**config.mk**
```make
export PLATFORM = sky130hd
export DESIGN_NAME = lc3_decode_stage
export DESIGN_NICKNAME = d
export VERILOG_FILES = /design/src/rtl/lc3_decode_pkg.sv /design/src/rtl/lc3_decode_ctrl.sv /design/src/rtl/lc3_decode_stage.sv
export SDC_FILE = /design/constraint.sdc
export NUM_CORES = 1
export LEC_CHECK = 0
export ABC_AREA = 1
export CORE_MARGIN = 2
export CORE_UTILIZATION = 40
export DETAILED_ROUTE_END_ITERATION = 8
export PLACE_DENSITY = 0.78
export SLEW_MARGIN = 10
export SYNTH_ARGS = -nofsm -noshare
export SYNTH_HDL_FRONTEND = slang
export SYNTH_SLANG_ARGS = --single-unit
```
**constraint.sdc**
```tcl
create_clock -name clock -period 1.95 [get_ports clock]
set_input_delay 0.39 -clock clock [delete_from_list [all_inputs] [get_ports clock]]
set_output_delay 0.39 -clock clock [all_outputs]
set_load 0.03 [all_outputs]
```
**src/rtl/lc3_decode_pkg.sv**
```systemverilog
// rtl/lc3_decode_pkg.sv - shared opcode, control-field and bubble definitions for the LC-3 decode stage
//
// Purpose: opcode enum, W_Control codes, E_control field constants, the
//          decoded-control bundle type and the bubble constant.
// Ports:   none (package).
package lc3_decode_pkg;

  localparam int DW = 16;

  typedef enum logic [3:0] {
    OP_BR   = 4'b0000,
    OP_ADD  = 4'b0001,
    OP_LD   = 4'b0010,
    OP_ST   = 4'b0011,
    OP_JSR  = 4'b0100,
    OP_AND  = 4'b0101,
    OP_LDR  = 4'b0110,
    OP_STR  = 4'b0111,
    OP_RTI  = 4'b1000,
    OP_NOT  = 4'b1001,
    OP_LDI  = 4'b1010,
    OP_STI  = 4'b1011,
    OP_JMP  = 4'b1100,
    OP_RES  = 4'b1101,
    OP_LEA  = 4'b1110,
    OP_TRAP = 4'b1111
  } opcode_e;

  // Writeback source select.
  localparam logic [1:0] W_ALU = 2'd0;
  localparam logic [1:0] W_MEM = 2'd1;
  localparam logic [1:0] W_PC  = 2'd2;

  // E_control = {alu_control[1:0], pcselect1[1:0], pcselect2, op2select}.
  localparam logic [1:0] ALU_ADD = 2'd0;
  localparam logic [1:0] ALU_AND = 2'd1;
  localparam logic [1:0] ALU_NOT = 2'd2;

  localparam logic [1:0] PCSEL1_OFF11 = 2'd0;
  localparam logic [1:0] PCSEL1_OFF9  = 2'd1;
  localparam logic [1:0] PCSEL1_OFF6  = 2'd2;
  localparam logic [1:0] PCSEL1_ZERO  = 2'd3;

  // pcselect2: 1 = npc is the address base, 0 = VSR1 is the base.
  localparam logic PCSEL2_NPC  = 1'b1;
  localparam logic PCSEL2_VSR1 = 1'b0;

  typedef struct packed {
    logic [5:0] e_control;
    logic [1:0] w_control;
    logic       mem_control;
    logic       illegal;
  } ctrl_t;

  localparam ctrl_t CTRL_BUBBLE = '0;

  function automatic logic [5:0] pack_e(input logic [1:0] alu, input logic [1:0] pcsel1,
                                        input logic pcsel2, input logic op2sel);
    return {alu, pcsel1, pcsel2, op2sel};
  endfunction

endpackage

```
**src/rtl/lc3_decode_ctrl.sv**
```systemverilog
// rtl/lc3_decode_ctrl.sv - combinational opcode to control-field table
//
// Purpose: maps the opcode (and imm bit) of the fetched word to the execute,
//          writeback and memory control fields plus an illegal-opcode flag.
// Ports:   opcode    in  [3:0]  instr[15:12]
//          imm_bit   in         instr[5]; selects immediate for ADD/AND
//          ctrl      out ctrl_t decoded control bundle
module lc3_decode_ctrl
  import lc3_decode_pkg::*;
(
  input  logic [3:0] opcode,
  input  logic       imm_bit,
  output ctrl_t      ctrl
);

  always_comb begin
    ctrl = CTRL_BUBBLE;
    case (opcode_e'(opcode))
      OP_ADD: ctrl.e_control = pack_e(ALU_ADD, PCSEL1_OFF11, PCSEL2_VSR1, ~imm_bit);
      OP_AND: ctrl.e_control = pack_e(ALU_AND, PCSEL1_OFF11, PCSEL2_VSR1, ~imm_bit);
      OP_NOT: ctrl.e_control = pack_e(ALU_NOT, PCSEL1_OFF11, PCSEL2_VSR1, 1'b0);
      OP_BR, OP_ST, OP_STI:
        ctrl.e_control = pack_e(ALU_ADD, PCSEL1_OFF9, PCSEL2_NPC, 1'b0);
      OP_LD, OP_LDI: begin
        ctrl.e_control = pack_e(ALU_ADD, PCSEL1_OFF9, PCSEL2_NPC, 1'b0);
        ctrl.w_control = W_MEM;
      end
      OP_LEA: begin
        ctrl.e_control = pack_e(ALU_ADD, PCSEL1_OFF9, PCSEL2_NPC, 1'b0);
        ctrl.w_control = W_PC;
      end
      OP_JMP: ctrl.e_control = pack_e(ALU_ADD, PCSEL1_ZERO, PCSEL2_VSR1, 1'b0);
      OP_STR: ctrl.e_control = pack_e(ALU_ADD, PCSEL1_OFF6, PCSEL2_VSR1, 1'b0);
      OP_LDR: begin
        ctrl.e_control = pack_e(ALU_ADD, PCSEL1_OFF6, PCSEL2_VSR1, 1'b0);
        ctrl.w_control = W_MEM;
      end
      // RTI, reserved, TRAP and JSR are not handled by this pipeline.
      default: ctrl.illegal = 1'b1;
    endcase
    // Indirect access flag rides on top of the address-mode decode above.
    if (opcode == OP_LDI || opcode == OP_STI) begin
      ctrl.mem_control = 1'b1;
    end
  end

endmodule

```
**src/rtl/lc3_decode_stage.sv**
```systemverilog
// rtl/lc3_decode_stage.sv - LC-3 decode pipeline register with control generation
//
// Purpose: registers the fetched instruction and next-PC and the decoded
//          control fields for the execute stage; supports stall, flush and
//          illegal-opcode flagging.
// Optional: define LC3_DECODE_ILLEGAL_CNT_EN to add a saturating 8-bit count
//           of accepted illegal opcodes on illegal_count.
// Ports:   clock, reset (async active-low)
//          enable_decode  in   advance; 0 holds all outputs
//          flush          in   load a bubble (overrides enable_decode)
//          instr_dout     in   [DW-1:0] fetched instruction
//          npc_in         in   [DW-1:0] PC+1 from fetch
//          IR, npc_out    out  [DW-1:0] registered instruction / next-PC
//          E_control      out  [5:0] {alu[1:0], pcsel1[1:0], pcsel2, op2sel}
//          W_Control      out  [1:0] writeback source
//          Mem_Control    out  indirect access
//          decode_valid   out  outputs hold a real instruction
//          illegal_op     out  registered instruction is unsupported
//          illegal_count  out  [7:0] (optional) saturating illegal count
module lc3_decode_stage
  import lc3_decode_pkg::*;
#(
  parameter int DW = lc3_decode_pkg::DW
) (
  input  logic          clock,
  input  logic          reset,
  input  logic          enable_decode,
  input  logic [DW-1:0] instr_dout,
  input  logic [DW-1:0] npc_in,
  input  logic          flush,
  output logic [DW-1:0] IR,
  output logic [DW-1:0] npc_out,
  output logic [5:0]    E_control,
  output logic [1:0]    W_Control,
  output logic          Mem_Control,
  output logic          decode_valid,
`ifdef LC3_DECODE_ILLEGAL_CNT_EN
  output logic [7:0]    illegal_count,
`endif
  output logic          illegal_op
);

  ctrl_t ctrl_next;

  lc3_decode_ctrl u_ctrl (
    .opcode  (instr_dout[15:12]),
    .imm_bit (instr_dout[5]),
    .ctrl    (ctrl_next)
  );

  logic accept;
  assign accept = enable_decode & ~flush;

  // A bubble is the reset image: IR = 0 decodes as BR nzp=000, a NOP.
  always_ff @(posedge clock or negedge reset) begin
    if (!reset) begin
      IR           <= '0;
      npc_out      <= '0;
      E_control    <= CTRL_BUBBLE.e_control;
      W_Control    <= CTRL_BUBBLE.w_control;
      Mem_Control  <= CTRL_BUBBLE.mem_control;
      illegal_op   <= CTRL_BUBBLE.illegal;
      decode_valid <= 1'b0;
    end else if (flush) begin
      IR           <= '0;
      npc_out      <= '0;
      E_control    <= CTRL_BUBBLE.e_control;
      W_Control    <= CTRL_BUBBLE.w_control;
      Mem_Control  <= CTRL_BUBBLE.mem_control;
      illegal_op   <= CTRL_BUBBLE.illegal;
      decode_valid <= 1'b0;
    end else if (enable_decode) begin
      IR           <= instr_dout;
      npc_out      <= npc_in;
      E_control    <= ctrl_next.e_control;
      W_Control    <= ctrl_next.w_control;
      Mem_Control  <= ctrl_next.mem_control;
      illegal_op   <= ctrl_next.illegal;
      decode_valid <= 1'b1;
    end
  end

`ifdef LC3_DECODE_ILLEGAL_CNT_EN
  always_ff @(posedge clock or negedge reset) begin
    if (!reset) begin
      illegal_count <= 8'h00;
    end else if (accept && ctrl_next.illegal && illegal_count != 8'hFF) begin
      illegal_count <= illegal_count + 8'h01;
    end
  end
`else
  logic unused_accept;
  assign unused_accept = accept;
`endif

endmodule

```
* Word level (Yosys, flattened, before mapping)
Cells that the tools add are included.
** Cells by class
- Mux-type cells :: 18
- $mul :: 0
- Equal/unequal tests :: 11
- Bitwise logic cells :: 1
- Shifts and indexed selects :: 0
- $add $sub $neg :: 0
- Reductions and logical operators :: 7
- Div/mod/pow operators :: 0
- Magnitude comparators :: 0
** Operators with widths (count)
- $mux W16 :: 4
- $pmux W6 S6 :: 1
- $eq A4 B4 Y1 const B :: 5
- $eq A4 B3 Y1 const B :: 3
- $mux W6 :: 2
- $reduce_or A12 Y1 :: 1
- $eq A4 B2 Y1 const B :: 2
- $mux W1 :: 8
- $reduce_or A6 Y1 :: 1
- $eq A4 B1 Y1 const B :: 1
- $logic_not A4 Y1 :: 1
- $mux W2 :: 2
- $pmux W2 S2 :: 1
- $reduce_or A3 Y1 :: 1
- $reduce_bool A2 Y1 :: 1
- $reduce_or A2 Y1 :: 1
- $logic_or A1 B1 Y1 :: 1
- $not A1 Y1 :: 1
** Word-level totals
- Flip-flop bits (word level) :: 43
- Bits in read-only memories :: 0
- Logic and storage cells :: 44
- Memories kept :: 0
- Latch bits :: 0
- Output and inout port bits :: 43
- Bits in writable memories :: 0

* Longest topological paths before layout
- Word-level depth :: 5
- Depth in mapped cells :: 6
- Depth with buffers taken out :: 6

* By module
Synthesis repeated with hierarchy kept, for this count alone.
** Unflattened totals
- Cell total of the unflattened synthesis :: 212
- Area total of the unflattened synthesis :: 1835.5 um^2
** By module, submodules not included
- lc3_decode_stage :: sequential area each 1076.0 um^2, cells an instance 186, area each 1720.4 um^2, instances 1
- lc3_decode_ctrl :: sequential area each 0.0 um^2, cells an instance 26, area each 115.1 um^2, instances 1

* Worst setup path before layout
No wires, ideal clock.
- Kind :: input-to-reg
- From :: in flush
- To :: reg npc_out[2]
- Setup time :: 64 ps
- Data required time :: 1886 ps
- Stages :: 3
- Path buffers :: 1
- Arrival time :: 922 ps
- Setup slack :: 964 ps
- Path through :: nor2_2 buf_6 a22o_2
** On the way
- Longest elaborated chain between the ends :: 1
- Elaborated cells between the ends (all ways) :: 2
- Those cells by class :: 1 x mux; 1 x reduce/logical
** RTL lines
- start, declared :: RTL line lc3_decode_stage.sv:30 : input logic flush,
- $mux W16 or $reduce_bool A2 Y1 (tied branches)
- end signal, assigned :: RTL line lc3_decode_stage.sv:74 : npc_out <= npc_in;
- end, declared :: RTL line lc3_decode_stage.sv:32 : output logic [DW-1:0] npc_out,
Several ways; a longest one is shown, not always the timed one.
A chain may end at the register's enable or synchronous reset.

* Final worst setup path
- From :: reg E_control[3]
- To :: out E_control[3]
** RTL lines
- start, declared :: RTL line lc3_decode_stage.sv:33 : output logic [5:0] E_control,
- start signal, assigned :: RTL line lc3_decode_stage.sv:59 : E_control <= CTRL_BUBBLE.e_control;
- start signal, assigned :: RTL line lc3_decode_stage.sv:67 : E_control <= CTRL_BUBBLE.e_control;
- start signal, assigned :: RTL line lc3_decode_stage.sv:75 : E_control <= ctrl_next.e_control;
No word-level cell between the ends.

==> results by group <==
Logic synthesis
  – Ys Warns: 0
  – Syn_area_per_cell: 11.9 um2
  – Syn Inst Count: 144
  – Distinct cells, synth: 12
  – Synthesized netlist net count: 180
  – Mapped Area: 1710 um2
  – Sequential area share after synthesis: 0.630
  – #FFs+latches synth: 43

Pwr
  – Peak VDD IR: 0.000438 V
  – P per Cell Area: 777 nW/um2
  – Leakage: 1.23 nW
  – Total power: 0.00205 W

Timing
  – Hold Vio Cnt, Final: 0
  – Setup_tns: 0 ps
  – Final Skew: 0 ps
  – Max_slew headroom: 0.649
  – Max-slew violation count: 0
  – RSZ-0062 raised after global routing: false
  – Fin crit share: 0.894
  – FMAX: 0.573 GHz
  – Worst-Margin Slew: 527 ps
  – Tmin final: 1740 ps
  – Finish-stage setup viols: 0

Route
  – M1 WL: 1740 um
  – Wire length on met2: 2070 um
  – Wirelength per Cell: 14.8 um
  – Post-route ant nets: 0
  – Detailed Route Iter0 Violations: 120
  – First-pass DRT Iterations: 4
  – Vias: 1376
  – Post-route DRC: 0
  – Routed wire length: 4090 um
  – Vias/cell: 4.99
  – Highest routed layer: met4
  – WL met3: 208 um

Critical path
  – Delay-heaviest family, CP: buffers and inverters
  – Worst reg2reg path depth: 1
  – Buffer and inverter count on the worst path: 1
  – Setup Crit Path Kind: reg2out
  – Critical-path cell list: clkdlybuf4s50_1
  – Worst R2R Start: IR[3]
  – Largest stage delay, worst path: 700 ps
  – CP Max Fanout: 2
  – Worst setup EP type: primary output
  – Worst flop-to-flop path endpoint: IR[3]
  – Worst EP required: 1560 ps
  – R2R setup slack: 1180 ps
  – Critical path startpoint category: register
  – WP data arrival: 1350 ps
  – CP max stage cell: clkdlybuf4s50_1

Final layout
  – Ant. Diodes: 0
  – NumNets Final: 261
  – Area of the multi-input gates: 520 um2
  – Area grow syn2layout: 54.1%
  – Register area: 1080 um2
  – Fillers: 330
  – Layout cells sized above 1: 0.190

Floorplan
  – Initial Utilization: 0.421
  – Rows: 23
  – Die H: 69.4 um
  – Io pins: 79
  – Die W: 69.4 um
  – Die outline area: 4810 um2
  – Core Area: 4060 um2

CTS
  – Post-CTS Setup Bufs: 0
  – Cts bufs inserted: 5
  – Clock latency at the later pin of the worst-skew pair: 280 ps
  – CTS tree: done
  – Root buffer cell: clkbuf_8
  – Post-CTS Hold Buffers: 0
  – Sink Count: 43
  – Clock Path Buffers: 2
  – Resize count post-CTS: 0
  – Htree depth: 2
  – Worst-path clk slew: 80 ps

Placement
  – Final GP Congestion: 0.873
  – # port buffers: 78
  – Dpl hpwl: 2950 um

Worst hold path
  – Hold Crit Class: in2async

Status
  – Outcome: complete, no violations

GRT
  – Gr usage total: 0.177
  – Vias in the first global route: 1398
  – Initial antenna violation count: 0
  – Total grt overflow: 0
  – Largest net degree at the start of global routing: 44
  – First-pass GRT wire length: 6860 um

Flow run
  – Max-Cap Viols: 0
how the worst max path moves through the flow:
stage | startpoint | endpoint | slack (ps) | depth (start not counted)
floorplan | flush | npc_out[2] | 960 | 3
global placement | enable_decode | IR[7] | 290 | 5
detailed placement | enable_decode | IR[3] | 250 | 5
CTS | E_control[3] | E_control[3] | 180 | 1
global route | E_control[2] | E_control[2] | 160 | 1
finish | E_control[3] | E_control[3] | 210 | 1
cell families (layout without fill, tap and decap cells):
logic type      Yosys count  in the layout  synth area share
compound gates           35             35             0.182
simple gates             50             50             0.123
flops                    43             43             0.630
buf+inv                  16             98            0.0659
layout make-up:
class | count | share of cell area
Timing Repair Buffer | 81 | 0.313
Sequential cell | 43 | 0.409
Tap cell | 50 | 0.0238
Inverter | 9 | 0.0128
Clock inverter | 2 | 0.0133
Clock buffer | 6 | 0.0314
Multi-Input combinational cell | 85 | 0.198
flip-flops by register name, summed over array words and instances, names as in the netlist:
name	flops
E_control	6
Mem_Control	1
W_Control	2
decode_valid	1
IR	16
npc_out	16
illegal_op	1
stage by stage:
stage               setup WS [ps]  instance area, um2  hold slack, ps  utilization  cells
finish                        206                2630             155        0.649    276
global placement              291                2520             473        0.620    268
floorplan                     964                1710            94.4            -    144
CTS                           183                2630             175        0.649    276
detailed placement            249                2520             469        0.620    268
global route                  157                2630             204        0.649    276
synthesized netlist by cell type:
cell	count	area share
dfrtp_1	43	0.63
nand2_1	32	0.070
a22o_2	27	0.16
nand3_1	10	0.029
buf_6	7	0.046
inv_1	7	0.015
nor2_1	6	0.013
o21ai_0	6	0.018
inv_2	2	0.0044
o21ai_1	2	0.0059
nor2_2	1	0.0037
nor2_4	1	0.0066
per-layer routing:
metal | vias to the layer above | GRT usage
met5 | - | 0
met4 | 0 | 0.0654
met3 | 7 | 0.0422
met2 | 47 | 0.293
met1 | 667 | 0.225
li1 | 655 | -
power breakdown:
part           internal [W]  switching (W)  leakage (nW)
Combinational      0.000184       0.000197         0.592
Sequential         0.000936      0.0000254         0.576
Clock              0.000414       0.000289        0.0612
Total               0.00153       0.000511          1.23
placed cells by master, fill, tap and decap left out:
master and n:
a22o_2 27, buf_12 2, buf_2 1, buf_4 1, bufinv_16 1, clkbuf_8 6
clkdlybuf4s50_1 77, clkinv_2 1, dfrtp_1 43, inv_1 7, inv_2 2, nand2_1 32
nand3_1 10, nor2_1 6, nor2_2 1, nor2_4 1, o21ai_0 6, o21ai_1 2
Note: power is estimated with default switching activity, not from simulation.
